`config.mk`:
```
export PLATFORM = sky130hd
export DESIGN_NAME = pc_sequencer
export DESIGN_NICKNAME = d
export VERILOG_FILES = /design/src/rtl/mips_pkg.sv /design/src/rtl/sync_rise.sv /design/src/rtl/pc_sequencer.sv
export SDC_FILE = /design/constraint.sdc
export NUM_CORES = 1
export LEC_CHECK = 0
export CAP_MARGIN = 10
export CORE_UTILIZATION = 43
export DETAILED_ROUTE_END_ITERATION = 16
export GPL_TIMING_DRIVEN = 0
export PLACE_DENSITY = 0.87
export RECOVER_POWER = 50
export SETUP_SLACK_MARGIN = 0.1
export SYNTH_ARGS = -nofsm -noshare
export SYNTH_HDL_FRONTEND = slang
export SYNTH_SLANG_ARGS = --single-unit
```
`constraint.sdc`:
```
create_clock -name clk -period 2.2 [get_ports clk]
set_clock_uncertainty 0.15 [all_clocks]
set_input_delay 0.55 -clock clk [delete_from_list [all_inputs] [get_ports clk]]
set_output_delay 0.55 -clock clk [all_outputs]
set_load 0.01 [all_outputs]
```
`src/rtl/mips_pkg.sv`:
```
// Shared types and constants for the MIPS front-end sequencer.
// Provides the sequencer state encoding and the default reset PC.
package mips_pkg;

    // Sequencer modes: stopped, free-running, or one-shot step.
    typedef enum logic [1:0] {
        S_HALT = 2'd0,
        S_RUN  = 2'd1,
        S_STEP = 2'd2
    } seq_state_t;

    localparam logic [31:0] MIPS_RESET_PC = 32'h0000_0000;

    // Word-aligned form of an address.
    function automatic logic [31:0] word_align(
        input logic [31:0] addr
    );
        return {addr[31:2], 2'b00};
    endfunction

endpackage

```
`src/rtl/sync_rise.sv`:
```
// Multi-flop synchroniser for an asynchronous level input
// with a registered-history rising-edge detector.
//
// Ports:
//   clk       system clock
//   reset     asynchronous active-low reset
//   async_in  raw asynchronous level
//   sync_out  synchronised level
//   rise      one-cycle pulse on a 0->1 of sync_out
module sync_rise #(
    parameter int SYNC_STAGES = 2
) (
    input  logic clk,
    input  logic reset,
    input  logic async_in,
    output logic sync_out,
    output logic rise
);

    logic [SYNC_STAGES-1:0] sync_q;
    logic                   prev_q;

    always_ff @(posedge clk or negedge reset) begin
        if (!reset) begin
            sync_q <= '0;
            prev_q <= 1'b0;
        end else begin
            sync_q <= {sync_q[SYNC_STAGES-2:0], async_in};
            prev_q <= sync_q[SYNC_STAGES-1];
        end
    end

    assign sync_out = sync_q[SYNC_STAGES-1];
    assign rise     = sync_q[SYNC_STAGES-1] & ~prev_q;

endmodule

```
`src/rtl/pc_sequencer.sv`:
```
// Program-counter stage feeding the single-cycle datapath:
// run / single-step / halt control with a PC breakpoint.
//
// Ports:
//   clk, reset      clock, async active-low reset
//   pc_next         next PC from the datapath
//   run_req         async run switch (level)
//   step_btn        async step button (rising edge acts)
//   bp_en, bp_addr  breakpoint enable and address
//   pc              current PC
//   exec_en         cycle commits the instruction at pc
//   halted          sequencer is stopped
//   bp_hit          sticky breakpoint indicator
//   retired         committed-instruction count
module pc_sequencer
    import mips_pkg::*;
#(
    parameter logic [31:0] RESET_PC    = MIPS_RESET_PC,
    parameter int          SYNC_STAGES = 2,
    parameter int          CNT_W       = 32
) (
    input  logic             clk,
    input  logic             reset,
    input  logic [31:0]      pc_next,
    input  logic             run_req,
    input  logic             step_btn,
    input  logic             bp_en,
    input  logic [31:0]      bp_addr,
    output logic [31:0]      pc,
    output logic             exec_en,
    output logic             halted,
    output logic             bp_hit,
    output logic [CNT_W-1:0] retired
);

    seq_state_t       state_q;
    seq_state_t       state_d;
    logic [31:0]      pc_q;
    logic [CNT_W-1:0] ret_q;
    logic             bp_hit_q;

    logic run_s;
    logic run_rise;
    logic step_s;
    logic step_rise;
    logic bp_match;
    logic set_bp;
    logic clr_bp;

    // Only word addresses matter; low bits are dropped.
    logic unused_bits;
    assign unused_bits = ^{pc_next[1:0], bp_addr[1:0], step_s};

    sync_rise #(
        .SYNC_STAGES(SYNC_STAGES)
    ) u_run_sync (
        .clk     (clk),
        .reset   (reset),
        .async_in(run_req),
        .sync_out(run_s),
        .rise    (run_rise)
    );

    sync_rise #(
        .SYNC_STAGES(SYNC_STAGES)
    ) u_step_sync (
        .clk     (clk),
        .reset   (reset),
        .async_in(step_btn),
        .sync_out(step_s),
        .rise    (step_rise)
    );

    assign exec_en = (state_q == S_RUN) | (state_q == S_STEP);
    assign halted  = (state_q == S_HALT);

    // Match on the committing instruction's successor, so the
    // halted PC equals bp_addr with that instruction unexecuted.
    assign bp_match = exec_en & bp_en
                    & (pc_next[31:2] == bp_addr[31:2]);

    always_comb begin
        state_d = state_q;
        set_bp  = 1'b0;
        clr_bp  = 1'b0;
        unique case (state_q)
            S_HALT: begin
                if (run_rise) begin
                    state_d = S_RUN;
                    clr_bp  = 1'b1;
                end else if (step_rise) begin
                    state_d = S_STEP;
                    clr_bp  = 1'b1;
                end
            end
            S_RUN: begin
                if (bp_match) begin
                    state_d = S_HALT;
                    set_bp  = 1'b1;
                end else if (!run_s) begin
                    state_d = S_HALT;
                end
            end
            S_STEP: begin
                state_d = S_HALT;
                set_bp  = bp_match;
            end
            default: state_d = S_HALT;
        endcase
    end

    always_ff @(posedge clk or negedge reset) begin
        if (!reset) begin
            state_q  <= S_HALT;
            pc_q     <= RESET_PC;
            ret_q    <= '0;
            bp_hit_q <= 1'b0;
        end else begin
            state_q <= state_d;
            if (exec_en) begin
                pc_q  <= word_align(pc_next);
                ret_q <= ret_q + CNT_W'(1);
            end
            if (clr_bp) begin
                bp_hit_q <= 1'b0;
            end else if (set_bp) begin
                bp_hit_q <= 1'b1;
            end
        end
    end

    assign pc      = pc_q;
    assign retired = ret_q;
    assign bp_hit  = bp_hit_q;

endmodule

```
# [Yosys cells after proc, flatten, opt, wreduce, memory -nomap -nowiden]
# Cells that the tools add are included.
[totals] ff_bits=71 inputBits=69 out_inout_bits=67 wordCells=36
[op_classes] add_sub_neg=1 eq_ne=5 muxes=12 bitwise=7 n_reduce_logical=3
[op_table] op="$add A32 B1 Y32 const B" count=1
[op_table] op="$eq A30 B30 Y1" count=1
[op_table] op="$mux W2" count=4
[op_table] op="$mux W1" count=6
[op_table] op="$and A1 B1 Y1" count=4
[op_table] op="$pmux W2 S2" count=1
[op_table] op="$ne A3 B1 Y1 const B" count=1
[op_table] op="$ne A3 B3 Y1 const B" count=1
[op_table] op="$eq A2 B1 Y1 const B" count=1
[op_table] op="$eq A2 B2 Y1 const B" count=1
[op_table] op="$logic_not A2 Y1" count=1
[op_table] op="$not A1 Y1" count=2
[op_table] op="$pmux W1 S2" count=1
[op_table] op="$reduce_and A2 Y1" count=1
[op_table] op="$reduce_bool A2 Y1" count=1
[op_table] op="$or A1 B1 Y1" count=1

# [Depth between registers and ports, before layout]
[depth] ltp_word=8 depth_mapped=8 ltp_nobuf=7

# [By module]
# Synthesis repeated with hierarchy kept, for this count alone.
[hier_totals] cells_unflattened=263 hier_area_um2=3337.0
[modules_own_cells] module="pc_sequencer" n_inst=1 cells_each=255 area_per_inst_um2=3159.3 seq_area_each_um2=1626.6
[modules_own_cells] module="sync_rise" n_inst=2 cells_each=4 area_per_inst_um2=88.8 seq_area_each_um2=75.1

# [Least setup slack after synthesis]
# OpenSTA, ideal clock, no wires.
[synth_timing] kind="register to register" start="register state_q[0]" end="register ret_q[28] (netlist: retired[28])" setup_time_ns=0.125 arrival_time_ns=1.830 required_time_ns=1.925 slack_ns=0.095 stages_incl_launch_ff=9 n_path_buf=1 period_less_slack_ns=2.105 cell_sequence="dfrtp_1 -> inv_1 -> ha_1 -> buf_4 -> and4_1 -> nand2_1 -> nor4_4 -> nand3_1 -> xnor2_1"
[synth_via] elab_chain_cells=2 word_cells_on_any_way=3 classes_between="2 x eq/ne; 1 x bitwise"
[synth_rtl] element="from (decl)" line_no="pc_sequencer.sv:36" rtl="seq_state_t state_q;"
[synth_rtl] element="from (signal assigned)" line_no="pc_sequencer.sv:119" rtl="state_q <= state_d;"
[synth_rtl] element="$eq A2 B1 Y1 or $eq A2 B2 Y1 (tied branches)" line_no="pc_sequencer.sv:74" rtl="assign exec_en = (state_q == S_RUN) | (state_q == S_STEP);"
[synth_rtl] element="$or A1 B1 Y1 *" line_no="pc_sequencer.sv:74"
[synth_rtl] element="via exec_en" line_no="pc_sequencer.sv:30" rtl="output logic exec_en,"
[synth_rtl] element="to (signal assigned)" line_no="pc_sequencer.sv:122" rtl="ret_q <= ret_q + CNT_W'(1);"
[synth_rtl] element="to (decl)" line_no="pc_sequencer.sv:39" rtl="logic [CNT_W-1:0] ret_q;"
# Mark *: on every way through the listed nets, which the timed path passes. The rest lies on a longest branch.
# A chain may end at the register's enable or synchronous reset.

# [Final worst setup path]
[layout_timing] start="input port pc_next[12]" end="register state_q[1]"
[layout_via] elab_chain_cells=4 word_cells_on_any_way=6 classes_between="2 x eq/ne; 2 x mux; 1 x bitwise; 1 x reduce/logical"
[layout_rtl] element="from (decl)" line_no="pc_sequencer.sv:24" rtl="input logic [31:0] pc_next,"
[layout_rtl] element="$eq A30 B30 Y1 *" line_no="pc_sequencer.sv:80" rtl="& (pc_next[31:2] == bp_addr[31:2]);"
[layout_rtl] element="$and A1 B1 Y1 *" line_no="pc_sequencer.sv:80"
[layout_rtl] element="$mux W2 or $ne A3 B3 Y1 (tied branches)"
[layout_rtl] element="$pmux W2 S2 or $reduce_and A2 Y1 (tied branches)"
# Mark *: on every way between the ends. The rest lies on a longest branch, timed or not.

==> reports/metrics.yaml <==
outcome:
  status: "completed"
critical_path:
  critPathTopFamily: "simple AND/OR/NAND/NOR gates"
  cp-end-kind: "flop"
  critPathRequiredTime_ps: 2270
  critical_path_class: "input pin to flop"
  cp_cell_sequence: "clkdlybuf4s50_1 -> xor2_1 -> nor4_1 -> and4_4 -> a21oi_1 -> o211a_1"
  critPathSlowestCell: "clkdlybuf4s50_1"
  slowest_delay_ps: 440
  cp_data_arrival_time_ps: 2180
  cp-start-kind: "input pin"
  cp_max_fo: 3
  crit_buf_inv: 1
flow_run:
  maxCapViolCount: 0
floorplanning:
  dieWidth_um: 89.7
  dieArea_um2: 8050
  start_util: 0.451
  io_pins: 136
  core-area_um2: 7330
  rows: 31
  die_h_um: 89.7
global_routing:
  grt_pass1_wl_um: 13900
  antenna_found_initial: 0
  grt_max_degree: 72
  grt_pass1_vias: 2737
  track_usage: 0.220
  overflow: 0
sta:
  max_freq_ghz: 0.475
  setup_violations: 0
  maxSlewViolCount: 0
  fin_crit_sh: 0.957
  final.min_clock_period_ps: 2100
  rsz0062_at_grt: "no"
  worst_pin_slew_ps: 922
  relSlewSlack: 0.386
  hold_viol: 0
drt:
  wire_per_inst_um: 16.8
  drc: 0
  dr.first_iter.drc_count: 78
  vias: 2621
  wirelength_um: 8670
  ant_nets: 0
  viasPerCell: 5.07
  first_pass_iters: 4
cts:
  cts-root-buf: "clkbuf_8"
  h-tree-depth: 3
  cts_made_buffers: 9
  cts_buffer_depth: 2
  clock_latency_ps: 330
  clkSinkCount: 71
  cts_tree: "yes"
  clk_pin_slew_ps: 80
cells_and_area:
  synthToLayoutAreaGrowth_pct: 55.2
  antennaDiodeCount: 0
  fin_util: 0.701
  fin_nets: 485
  drive_above_1_share: 0.206
pwr:
  clkPwrFrac: 0.218
  power_mw: 5.42
  p_int_mw: 3.75
  cellPowerDensity_nw_per_um2: 1060
  p_leak_nw: 2.20
  ir_worst_vdd_v: 0.000671
  power_switching_mw: 1.68
  pwr-share-comb: 0.427
  seq_power_share: 0.355
  switching_share: 0.309
synthesis:
  ys_top_cells_by_count: "71 x dfrtp_1, 38 x xor2_1, 31 x mux2_2"
  yosys.area.top_type: "dfrtp_1"
  synthXorXnorAreaFrac: 0.161
  synth.distinct_cells: 33
  synth_top_family_by_area: "XOR/XNOR gates"
  yosysMostFrequentCell: "dfrtp_1"
  synth_simple_gate_area_frac: 0.157
  synth-main-ff-cell: "dfrtp_1"
  netlist_instances: 261
  synth_fa_ha_area_frac: 0.0113
  synth.cell_area_um2: 3310
  synth_compound_area_frac: 0.0147
  syn_area_per_cell_um2: 12.7
  synth_edf_count: 0
  yosys_warnings: 0
  synth-seq-cells: 71
  synth.area.mux_share: 0.105
  async_flop_share: 1.00
  yosys-top-cells-area: "dfrtp_1 54%, mux2_2 11%, xor2_1 10%"
  yosysTopAreaCellShare: 0.537
  yosysSeqAreaShare: 0.537
placed_design:
  port_buffers: 129
  dp_hpwl_um: 6330
  gp_congestion: 0.911
min_path:
  holdCritPathClass: "input pin to async pin"
-- layout by cell type (no fill, tap or decap), types with 3 or more instances in the layout --
cell             instances
and3_1                   4
nand4_1                 10
nand2_1                 13
and2_1                   3
mux2_2                  31
nor2b_1                  3
nand3_1                  8
dfrtp_1                 66
nor4_1                  10
clkbuf_1                 6
nor4_2                   3
nor3_1                   3
nor2_1                   4
nor4_4                   3
dlygate4sd3_1           16
clkdlybuf4s50_1        108
buf_4                   12
dfrtp_2                  5
xnor2_1                 23
xor2_1                  36
clkbuf_8                11
and4_4                   4
-- cell families after synthesis --
family | count (synthesis)
simple gates | 79
xor+xnor | 61
flops | 71
buf+inv | 8
fa+ha+maj | 3
other cells | 1
compound gates | 7
mux | 31
-- state kept, by name, summed over array words and instances (netlist names) --
signal and flops:
retired 32, bp_hit 1, u_step_sync.prev_q 1, pc 30, u_step_sync.sync_q 2, u_run_sync.prev_q 1
state_q 2, u_run_sync.sync_q 2
-- per-layer routing --
layer | up-vias | GRT usage | wire (um)
met2 | 64 | 0.373 | 4440
met1 | 1326 | 0.280 | 3780
met4 | 0 | 0.0902 | 165
li1 | 1219 | - | -
met5 | - | 0 | 0
met3 | 12 | 0.0347 | 282
-- worst paths after layout --
check	to	cells after the start	slack [ps]	from
max in group asynchronous	retired[0]	1	1040	reset
max reg2reg	pc[10]	5	180	state_q[1]
max	state_q[1]	6	100	pc_next[12]
min reg2reg	u_run_sync.sync_q[1]	0	200	u_run_sync.sync_q[0]
min	pc[31]	1	180	reset
min in group clk	u_run_sync.sync_q[1]	0	200	u_run_sync.sync_q[0]
-- repair_timing --
item,in CTS,in global routing
buffers inserted,7,4
pin swaps,5,8
gates resized for setup,12,18
hold buffers,0,0
setup endpoints to repair,40,18
-- area by class of cell --
| class | instances | area (um^2) |
|---|---|---|
| inverter | 2 | 7.51 |
| clock buffer | 13 | 159 |
| timing repair buffer | 140 | 1370 |
| tap | 99 | 124 |
| sequential | 71 | 1780 |
| clock inverter | 3 | 65.1 |
| fill | 532 | 2190 |
| buffer | 6 | 37.5 |
| multi-input combinational | 183 | 1590 |
-- power groups by stage --
| stage | sequential (mW) | clock, mW | combinational (mW) |
|---|---|---|---|
| 2_1_floorplan | 2.07 | 0 | 0.959 |
| 3_3_place_gp | 1.92 | 0 | 2.20 |
| 3_5_place_dp | 1.94 | 0 | 2.24 |
| 4_1_cts | 1.92 | 1.20 | 2.37 |
| 5_1_grt | 1.97 | 1.25 | 2.46 |
| 6_report | 1.92 | 1.18 | 2.32 |
-- metrics by stage --
step                instance area [um^2]  setup slack, ps  hold slack [ps]  std cells  setup TNS (ps)
floorplan                           3320              122              104        262               0
global placement                    4730            -1970              185        490         -140440
detailed placement                  4730             -302              188        490            -873
CTS                                 5050             69.1              203        513               0
global route                        5140             61.6              206        517               0
finish                              5140             95.6              179        517               0
Power figures use the tool's default switching activity.
